[src/rtl/blk_mem_if.sv]
// Port bundle for blk_mem: enable, write enable, shared address, write data and read data.
interface blk_mem_if #(
    parameter int DATA_WIDTH = 8,
    parameter int ADDR_WIDTH = 4
);
    logic                  ena;
    logic                  wea;
    logic [ADDR_WIDTH-1:0] addra;
    logic [DATA_WIDTH-1:0] dina;
    logic [DATA_WIDTH-1:0] douta;

    modport master (output ena, wea, addra, dina, input douta);
    modport slave  (input ena, wea, addra, dina, output douta);
endinterface

[src/rtl/blk_mem.sv]
// Single-port synchronous block RAM with registered read data, selectable
// write-cycle output behaviour and an optional second output register.
module blk_mem #(
    parameter int                    DATA_WIDTH   = 8,
    parameter int                    ADDR_WIDTH   = 4,
    parameter int                    READ_LATENCY = 1,
    parameter string                 WRITE_MODE   = "WRITE_FIRST",
    parameter logic [DATA_WIDTH-1:0] RST_VALUE    = '0
) (
    input  logic      clka,
    input  logic      rsta,
    blk_mem_if.slave  bus
);
    localparam int DEPTH   = 1 << ADDR_WIDTH;
    localparam bit MODE_WF = (WRITE_MODE == "WRITE_FIRST");
    localparam bit MODE_RF = (WRITE_MODE == "READ_FIRST");

    logic [DATA_WIDTH-1:0] mem [DEPTH] = '{default: '0};
    logic [DATA_WIDTH-1:0] s1_q = RST_VALUE;

    // A write in a reset cycle is dropped so reset never disturbs contents.
    always_ff @(posedge clka) begin
        if (!rsta && bus.ena && bus.wea) begin
            mem[bus.addra] <= bus.dina;
        end
    end

    // READ_FIRST reads mem here before the write above lands, giving the old word.
    always_ff @(posedge clka) begin
        if (rsta) begin
            s1_q <= RST_VALUE;
        end else if (bus.ena) begin
            if (!bus.wea) begin
                s1_q <= mem[bus.addra];
            end else if (MODE_WF) begin
                s1_q <= bus.dina;
            end else if (MODE_RF) begin
                s1_q <= mem[bus.addra];
            end
        end
    end

    generate
        if (READ_LATENCY == 2) begin : g_lat2
            logic [DATA_WIDTH-1:0] s2_q = RST_VALUE;

            always_ff @(posedge clka) begin
                if (rsta) begin
                    s2_q <= RST_VALUE;
                end else if (bus.ena) begin
                    s2_q <= s1_q;
                end
            end

            assign bus.douta = s2_q;
        end else begin : g_lat1
            assign bus.douta = s1_q;
        end
    endgenerate
endmodule

[src/flat_wrapper.sv]
// flat-port wrapper written by rule: the top's interface ports become plain ports
module blk_mem_flat 
#(
    parameter int                    DATA_WIDTH   = 8,
    parameter int                    ADDR_WIDTH   = 4,
    parameter int                    READ_LATENCY = 1,
    parameter string                 WRITE_MODE   = "           ",
    parameter logic [DATA_WIDTH-1:0] RST_VALUE    = '0
)
  (clka, rsta, bus_ena, bus_wea, bus_addra, bus_dina, bus_douta);
  blk_mem_if #(.DATA_WIDTH(DATA_WIDTH), .ADDR_WIDTH(ADDR_WIDTH)) bus_i ();
  input  logic clka;
  input  logic rsta;
  input wire logic [$bits(bus_i.ena)-1:0] bus_ena;
  input wire logic [$bits(bus_i.wea)-1:0] bus_wea;
  input wire logic [$bits(bus_i.addra)-1:0] bus_addra;
  input wire logic [$bits(bus_i.dina)-1:0] bus_dina;
  output wire logic [$bits(bus_i.douta)-1:0] bus_douta;
  assign bus_i.ena = bus_ena;
  assign bus_i.wea = bus_wea;
  assign bus_i.addra = bus_addra;
  assign bus_i.dina = bus_dina;
  assign bus_douta = bus_i.douta;
  blk_mem #(.DATA_WIDTH(DATA_WIDTH), .ADDR_WIDTH(ADDR_WIDTH), .READ_LATENCY(READ_LATENCY), .WRITE_MODE(WRITE_MODE), .RST_VALUE(RST_VALUE)) u_core (.clka(clka), .rsta(rsta), .bus(bus_i));
endmodule
[config.mk]
export PLATFORM = sky130hd
export DESIGN_NAME = blk_mem_flat
export DESIGN_NICKNAME = d
export VERILOG_FILES = /design/src/rtl/blk_mem_if.sv /design/src/rtl/blk_mem.sv /design/src/flat_wrapper.sv
export SDC_FILE = /design/constraint.sdc
export NUM_CORES = 1
export LEC_CHECK = 0
export CAP_MARGIN = 25
export CORE_ASPECT_RATIO = 0.7
export CORE_MARGIN = 2
export CORE_UTILIZATION = 45
export DETAILED_ROUTE_END_ITERATION = 10
export PLACE_DENSITY = 0.72
export SYNTH_ARGS = -nofsm -noshare
export SYNTH_HDL_FRONTEND = slang
export SYNTH_SLANG_ARGS = --single-unit
[constraint.sdc]
create_clock -name clka -period 3.9 [get_ports clka]
set_input_delay 0.78 -clock clka [delete_from_list [all_inputs] [get_ports clka]]
set_output_delay 0.78 -clock clka [all_outputs]
set_load 0.01 [all_outputs]
==> flow_summary.yaml, run 1 <==
setup_path:
  critPathKind: "primary input to flip-flop"
  r2r_start: "u_core.mem[14][2]"
  required_ps: 3940
  cp.arrival_ps: 2660
  worstPathMaxFanout: 8
  crit_start: "bus_addra[0]"
  crit_path_start_kind: "primary input"
  crit_path_end_kind: "flip-flop"
final_layout:
  final_util_pct: 54.58
  diodes: 0
  layout.nets: 361
  drive_gt1_share_pct: 15.13
  fillCellCount: 926
  area_growth_pct: 18.15
clock_network:
  cts_made_buffers: 17
  cts.reportedPaths.clkPinSlew_ps: 50
  root_buffer: "clkbuf_16"
  cts_resized: 0
  cts_sinks: 136
  clock_path_buffers: 2
  cts_hold_buf: 0
  clk_latency_ps: 410
  cts_tree: "yes"
  htreeDepth: 4
  cts_setup_buffers: 0
logic_synthesis:
  synth_seq_area_share_pct: 74.18
  ys_ff_latch: 136
  synthTopCellsByArea: "edfxtp_1 (71%), mux2i_1 (7.8%), mux4_2 (3.3%)"
  synth_nets: 323
  yosysWarnings: 0
  avgSynthCellArea_um2: 17.58
  yosysTopAreaCellShare_pct: 71.21
  synth_cell_types: 28
  synthCells: 307
  synth_top_area_cell: "edfxtp_1"
  syn_area_mm2: 0.005398
power:
  power.internal_w: 0.002738
  ir_worst_vdd_uv: 355.3
  swShare_pct: 19.84
  combPwrFrac_pct: 5.1
  cellPowerDensity_mw_per_mm2: 535.7
  seqPwrFrac_pct: 47.4
  p_switching_w: 0.0006780
  p_leak_nw: 2.159
  p_total_w: 0.003416
  power.share.clock_pct: 47.6
timing:
  slew_headroom_pct: 33.08
  setup_viol: 0
  tns_ps: 0
  hold_viol: 0
  drv_slew: 0
  fin_crit_ps: 2618
  fin_skew_ps: 4.708
  tightest_slew_ps: 1004
  min_period_over_period_pct: 67.13
  rsz0062_at_grt: "false"
  hold_ws_ps: 514.6
  fmax_mhz: 382.0
floorplan:
  start_util_pct: 46.19
  ios: 24
  rows: 33
  design.core.area_mm2: 0.01169
  dieArea_mm2: 0.01290
  die_w_um: 134.9
  die_h_um: 95.63
run:
  cap_violations: 0
route:
  wl_um: 11590
  ant_nets: 0
  wire_per_inst_um: 22.54
  num_vias: 2931
  dr.pass1.iters: 5
  drc_errors: 0
  drt_iter0_markers: 353
  viasPerCell: 5.702
min_path:
  min_from: "u_core.bus.douta[0]"
  hold_class: "flip-flop to flip-flop"
global_routing:
  antenna_found_initial: 0
  grt_pass1_vias: 2812
  grt_max_degree: 41
  groute.usage.overall_pct: 19.67
  grt_pass1_wl_um: 17460
  grt-ovfl-total: 0
placement:
  place.detailed.hpwl_um: 7587
  gp_congestion: 0.8885
  io_buffers: 23
run_status:
  status: "completed"
-- placed cells by master, fill, tap and decap left out --
cell type / Yosys / final
or3_1: 2 / 2
nor4_1: 3 / 3
nand2b_1: 6 / 6
bufinv_16: 0 / 4
and3_1: 3 / 3
edfxtp_1: 128 / 128
or3b_4: 1 / 1
buf_2: 4 / 2
a2bb2oi_1: 5 / 5
nand3_1: 6 / 6
dfxtp_1: 8 / 8
clkbuf_16: 0 / 17
clkinvlp_4: 0 / 3
and2_0: 1 / 1
o32ai_1: 3 / 3
o22ai_1: 13 / 13
a311oi_2: 3 / 3
clkinv_2: 0 / 2
mux4_2: 8 / 8
nand3b_1: 2 / 2
mux4_1: 3 / 3
inv_6: 0 / 1
nor2_1: 27 / 27
a311oi_1: 2 / 2
clkinv_4: 0 / 1
or3b_1: 1 / 1
mux2i_1: 42 / 42
clkdlybuf4s50_1: 0 / 21
nor2b_1: 3 / 3
nand2_1: 14 / 14
buf_4: 2 / 12
clkinv_1: 0 / 3
nor3_1: 7 / 7
-- worst max-delay path: stages --
cell             delay, ps
clkdlybuf4s50_1        630
nor2b_1                440
nand2_1                190
nor2_1                 620
-- logic make-up (layout without fill, tap and decap cells) --
family,Yosys count,after routing,share of synthesized area [%]
flip-flops,136,136,74.18
AND/OR/NAND/NOR,76,76,6.792
multiplexers,53,53,12.59
AO/OA/AOI/OAI,26,26,3.964
buffers and inverters,16,66,2.480
-- layout make-up --
cell class / instances / area (µm²) / share of cell area, %
Sequential cell: 136 / 4004 / 62.78
Multi-Input combinational cell: 155 / 1260 / 19.76
Clock buffer: 17 / 425.4 / 6.671
Timing Repair Buffer: 35 / 310.3 / 4.866
Tap cell: 157 / 196.4 / 3.080
Clock inverter: 14 / 181.4 / 2.845
-- Yosys cell counts, drive strengths merged --
cell type,count
a2bb2oi,5
a311oi,5
and2,1
and3,3
buf,13
clkbuf,3
dfxtp,8
edfxtp,128
mux2i,42
mux4,11
nand2,14
nand2b,6
nand3,6
nand3b,2
nor2,27
nor2b,3
nor3,7
nor4,3
o22ai,13
o32ai,3
or3,2
or3b,2
-- path summary, 6_finish.rpt --
kind / slack (ps) / endpoint / cells past startpoint
worst min-delay path: 510 / u_core.bus.douta[0] / 2
worst max-delay path: 1280 / u_core.mem[13][7] / 4
worst min register to register: 510 / u_core.bus.douta[0] / 2
worst max register to register: 2490 / u_core.bus.douta[2] / 4
-- layer usage --
| layer | vias to the layer above | track usage, % | wire length [µm] |
|---|---|---|---|
| li1 | 1300 | - | - |
| met1 | 1461 | 30.70 | 5458 |
| met2 | 159 | 25.89 | 4879 |
| met3 | 11 | 6.645 | 1159 |
| met4 | 0 | 5.351 | 89 |
| met5 | - | 0 | 0 |
-- per-stage QoR --
| step | cells | instance area [µm²] | setup slack, ps |
|---|---|---|---|
| 2_1_floorplan | 307 | 5398 | 1407 |
| 3_3_place_gp | 483 | 5771 | 867.9 |
| 3_5_place_dp | 483 | 5771 | 837.4 |
| 4_1_cts | 514 | 6377 | 1266 |
| 5_1_grt | 514 | 6377 | 1135 |
| 6_report | 514 | 6377 | 1282 |
-- power groups by stage --
stage / combinational [W] / clock, W / sequential [W]
global placement: 0.000168 / 0 / 0.00165
floorplan: 0.0000977 / 0 / 0.00165
CTS: 0.000172 / 0.00165 / 0.00162
finish: 0.000173 / 0.00163 / 0.00162
detailed placement: 0.000171 / 0 / 0.00165
global route: 0.000185 / 0.00171 / 0.00162
-- registers in the layout, summed over array words and instances (netlist names) --
signal / cells
u_core.mem: 128
u_core.bus.douta: 8
Power figures use the tool's default switching activity.
==> inputs of run 2 (changes only) <==
==> constraint.sdc (replaced) <==
create_clock -name clka -period 2.5 [get_ports clka]
set_input_delay 0.5 -clock clka [delete_from_list [all_inputs] [get_ports clka]]
set_output_delay 0.5 -clock clka [all_outputs]
set_load 0.01 [all_outputs]
==> flow_summary.yaml, run 2 (synthesis results as in run 1) <==
run_status:
  status: "completed"
floorplan:
  ios: 24
  design.core.area_mm2: 0.01169
  die_h_um: 95.63
  die_w_um: 134.9
  rows: 33
  start_util_pct: 46.19
  dieArea_mm2: 0.01290
timing:
  setup_viol: 0
  min_period_over_period_pct: 80.65
  slew_headroom_pct: 51.81
  fin_ws_ps: 483.6
  fmax_mhz: 495.9
  hold_ws_ps: 520.4
  tns_ps: 0
  hold_viol: 0
  rsz0062_at_grt: "false"
  drv_slew: 0
  tightest_slew_ps: 720.6
  fin_crit_ps: 2016
  fin_skew_ps: 12.93
route:
  viasPerCell: 5.610
  num_vias: 2990
  drt_iter0_markers: 454
  drc_errors: 0
  ant_nets: 0
  wire_per_inst_um: 21.58
  dr.pass1.iters: 5
  wl_um: 11500
clock_network:
  cts_made_buffers: 17
  clock_path_buffers: 2
  clk_latency_ps: 420
  root_buffer: "clkbuf_16"
  cts_sinks: 136
  cts_hold_buf: 0
  htreeDepth: 4
  cts_setup_buffers: 0
  cts.reportedPaths.clkPinSlew_ps: 50
  cts_resized: 0
  cts_tree: "yes"
global_routing:
  antenna_found_initial: 0
  grt-ovfl-total: 0
  grt_pass1_vias: 2963
  groute.usage.overall_pct: 19.93
  grt_pass1_wl_um: 17730
  grt_max_degree: 24
power:
  power.share.clock_pct: 49.3
  cellPowerDensity_mw_per_mm2: 841.4
  p_total_w: 0.005514
  swShare_pct: 18.88
  combPwrFrac_pct: 4.9
  ir_worst_vdd_uv: 450.8
  power.internal_w: 0.004473
  p_switching_w: 0.001041
  seqPwrFrac_pct: 45.8
  p_leak_nw: 2.285
placement:
  gp_congestion: 0.8608
  pre_cts_ws_ps: 112.6
  io_buffers: 23
  place.detailed.hpwl_um: 7488
final_layout:
  mostFrequentLayoutCell: "edfxtp_1"
  diodes: 0
  largest_register: "u_core.mem"
  multi_input_comb_area_mm2: 0.001260
  register_area_mm2: 0.004004
  final_cell_mix: "edfxtp_1 (128), mux2i_1 (42), buf_4 (30)"
  drive_gt1_share_pct: 19.41
  layout.nets: 379
  area_growth_pct: 21.42
  largest_reg_flops: 128
  fillCellCount: 894
setup_path:
  crit_path_start_kind: "primary input"
  critPathKind: "primary input to flip-flop"
  r2r_setup_slack_ps: 1140
  cp.arrival_ps: 2140
  worstPathMaxFanout: 12
  crit_path_end_kind: "flip-flop"
  required_ps: 2630
run:
  cap_violations: 0
min_path:
  hold_class: "flip-flop to flip-flop"
-- run 2: changes by cell type in the layout (fill, tap and decap cells not counted), sizes merged --
cell | before | now
buf | 14 | 32
bufinv | 4 | 5
clkbuf | 17 | 23
clkinv | 6 | 4
clkinvlp | 3 | 0
inv | 1 | 0
-- run 2: critical path, cell delays in order --
cell and delay (ps):
clkdlybuf4s50_1 680, buf_4 260, nand2_1 130, nor2_1 330, buf_4 230
-- run 2: final cells by class --
class	count	share of cell area, %
Timing Repair Buffer	53	6.796
Tap cell	157	2.997
Clock inverter	9	2.596
Clock buffer	23	7.293
Multi-Input combinational cell	155	19.22
Sequential cell	136	61.09
-- run 2: worst paths after layout --
kind,start,depth (start not counted),endpoint
max reg2reg,u_core.mem[14][4],4,u_core.bus.douta[4]
max,bus_addra[2],5,u_core.mem[15][2]
min reg2reg,u_core.bus.douta[0],2,u_core.bus.douta[0]
min,u_core.bus.douta[0],2,u_core.bus.douta[0]
-- run 2: stage by stage --
step / cell area, µm² / std cells / util, %
floorplan: 5398 / 307 / -
global placement: 5906 / 501 / 50.54
detailed placement: 5906 / 501 / 50.54
CTS: 6554 / 533 / 56.09
global route: 6554 / 533 / 56.09
finish: 6554 / 533 / 56.09
-- run 2: power groups by stage --
stage                     sequential [W]  combinational (W)  clock [W]
after global routing             0.00253           0.000291    0.00285
after floorplan                  0.00257           0.000152          0
after global placement           0.00257           0.000261          0
after CTS                        0.00253           0.000269    0.00274
after detailed placement         0.00257           0.000267          0
final                            0.00252           0.000268    0.00272
-- run 2: routing by layer --
layer	part of all wire (%)	track usage [%]	vias to the layer above
met4	0.52	6.842	0
met3	6.7	5.901	7
li1	-	-	1337
met2	43	27.83	115
met1	50	29.80	1531
met5	0	0	-
==> inputs of run 3 (changes only) <==
==> constraint.sdc (replaced) <==
create_clock -name clka -period 1.95 [get_ports clka]
set_input_delay 0.39 -clock clka [delete_from_list [all_inputs] [get_ports clka]]
set_output_delay 0.39 -clock clka [all_outputs]
set_load 0.01 [all_outputs]
==> flow_summary.yaml, run 3 (synthesis results as in run 1) <==
run_status:
  status: "completed"
timing:
  slew_headroom_pct: 56.39
  setup_viol: 0
  fin_crit_ps: 1884
  tns_ps: 0
  drv_slew: 0
  min_period_over_period_pct: 96.61
  fmax_mhz: 530.8
  tightest_slew_ps: 652.1
  rsz0062_at_grt: "false"
  hold_viol: 0
  fin_skew_ps: 8.172
clock_network:
  cts_hold_buf: 0
  clock_path_buffers: 2
  cts_setup_buffers: 0
  cts_made_buffers: 17
  cts_resized: 0
  cts.reportedPaths.clkPinSlew_ps: 60
  cts_sinks: 136
  cts_tree: "yes"
  root_buffer: "clkbuf_16"
  clk_latency_ps: 420
  htreeDepth: 4
placement:
  place_inst: 510
  place.detailed.hpwl_um: 7396
  io_buffers: 23
  gp_congestion: 0.8910
global_routing:
  grt_pass1_vias: 2834
  grt_pass1_wl_um: 16690
  groute.usage.overall_pct: 18.69
  grt-ovfl-total: 0
  grt_max_degree: 20
  antenna_found_initial: 0
setup_path:
  critPathKind: "primary input to flip-flop"
  crit_path_start_kind: "primary input"
  worstPathMaxFanout: 8
  required_ps: 2080
  crit_path_end_kind: "flip-flop"
  cp.arrival_ps: 2010
floorplan:
  start_util_pct: 46.19
  ios: 24
  die_h_um: 95.63
  design.core.area_mm2: 0.01169
  dieArea_mm2: 0.01290
  rows: 33
  die_w_um: 134.9
power:
  p_total_w: 0.006773
  cellPowerDensity_mw_per_mm2: 1025
  p_leak_nw: 2.300
  ir_worst_vdd_uv: 684.6
final_layout:
  final_cell_mix: "edfxtp_1 (128), mux2i_1 (42), buf_4 (37)"
  mostFrequentLayoutCell: "edfxtp_1"
  layout.nets: 388
  finalNonFillerCells: 542
  largest_reg_flops: 128
  diodes: 0
  area_growth_pct: 22.42
  fillCellCount: 897
  multi_input_comb_area_mm2: 0.001280
  largest_register: "u_core.mem"
  register_area_mm2: 0.004004
  drive_gt1_share_pct: 22.34
route:
  num_vias: 2938
  viasPerCell: 5.421
  drt_iter0_markers: 239
  ant_nets: 0
  dr.pass1.iters: 4
  wl_um: 11200
  wire_per_inst_um: 20.67
  drc_errors: 0
min_path:
  hold_class: "flip-flop to flip-flop"
run:
  cap_violations: 0
-- run 3: cell types whose count changed in the layout (fill, tap and decap cells not counted), sizes merged --
| cell | previous run | this run |
|---|---|---|
| clkinvlp | 0 | 4 |
| buf | 32 | 41 |
| clkinv | 4 | 5 |
| clkbuf | 23 | 20 |
| bufinv | 5 | 3 |
-- run 3: power by group --
| part | total [W] | switching [W] | internal, W |
|---|---|---|---|
| Combinational | 0.000358 | 0.000196 | 0.000162 |
| Clock | 0.00318 | 0.00118 | 0.00200 |
| Sequential | 0.00324 | 0.0000120 | 0.00322 |
| Total | 0.00677 | 0.00138 | 0.00539 |
-- run 3: area by class of cell --
class	count	area share, %
Clock inverter	12	2.310
Tap cell	157	2.973
Multi-Input combinational cell	155	19.37
Clock buffer	20	6.609
Sequential cell	136	60.59
Timing Repair Buffer	62	8.142
-- run 3: per-layer routing --
layer	global-route usage, %	vias up	wire length (µm)
met5	0	-	0
met4	6.316	0	86
met3	5.476	8	727
met2	27.20	103	4910
met1	27.05	1477	5479
li1	-	1350	-
-- run 3: worst paths after layout --
kind | from | end | slack, ps | cells after the start
setup / recovery | bus_addra[0] | u_core.mem[15][1] | 70 | 6
hold / removal | u_core.bus.douta[7] | u_core.bus.douta[7] | 520 | 2
hold reg to reg | u_core.bus.douta[7] | u_core.bus.douta[7] | 520 | 2
setup reg to reg | u_core.mem[14][1] | u_core.bus.douta[1] | 630 | 4
-- run 3: per-stage QoR --
step	utilization [%]	hold WS (ps)	setup slack (ps)	area (µm²)
floorplan	-	488.9	60.31	5418
global placement	51.50	503.1	-261.0	6018
detailed placement	51.50	517.7	-272.4	6018
CTS	56.55	530.3	131.6	6608
global route	56.55	552.9	16.18	6608
finish	56.55	524.9	66.03	6608
-- run 3: critical path: stages --
cell	delay [ps]
clkdlybuf4s50_1	540
buf_4	180
and2_0	170
nand2_1	150
nor2_1	350
buf_4	230
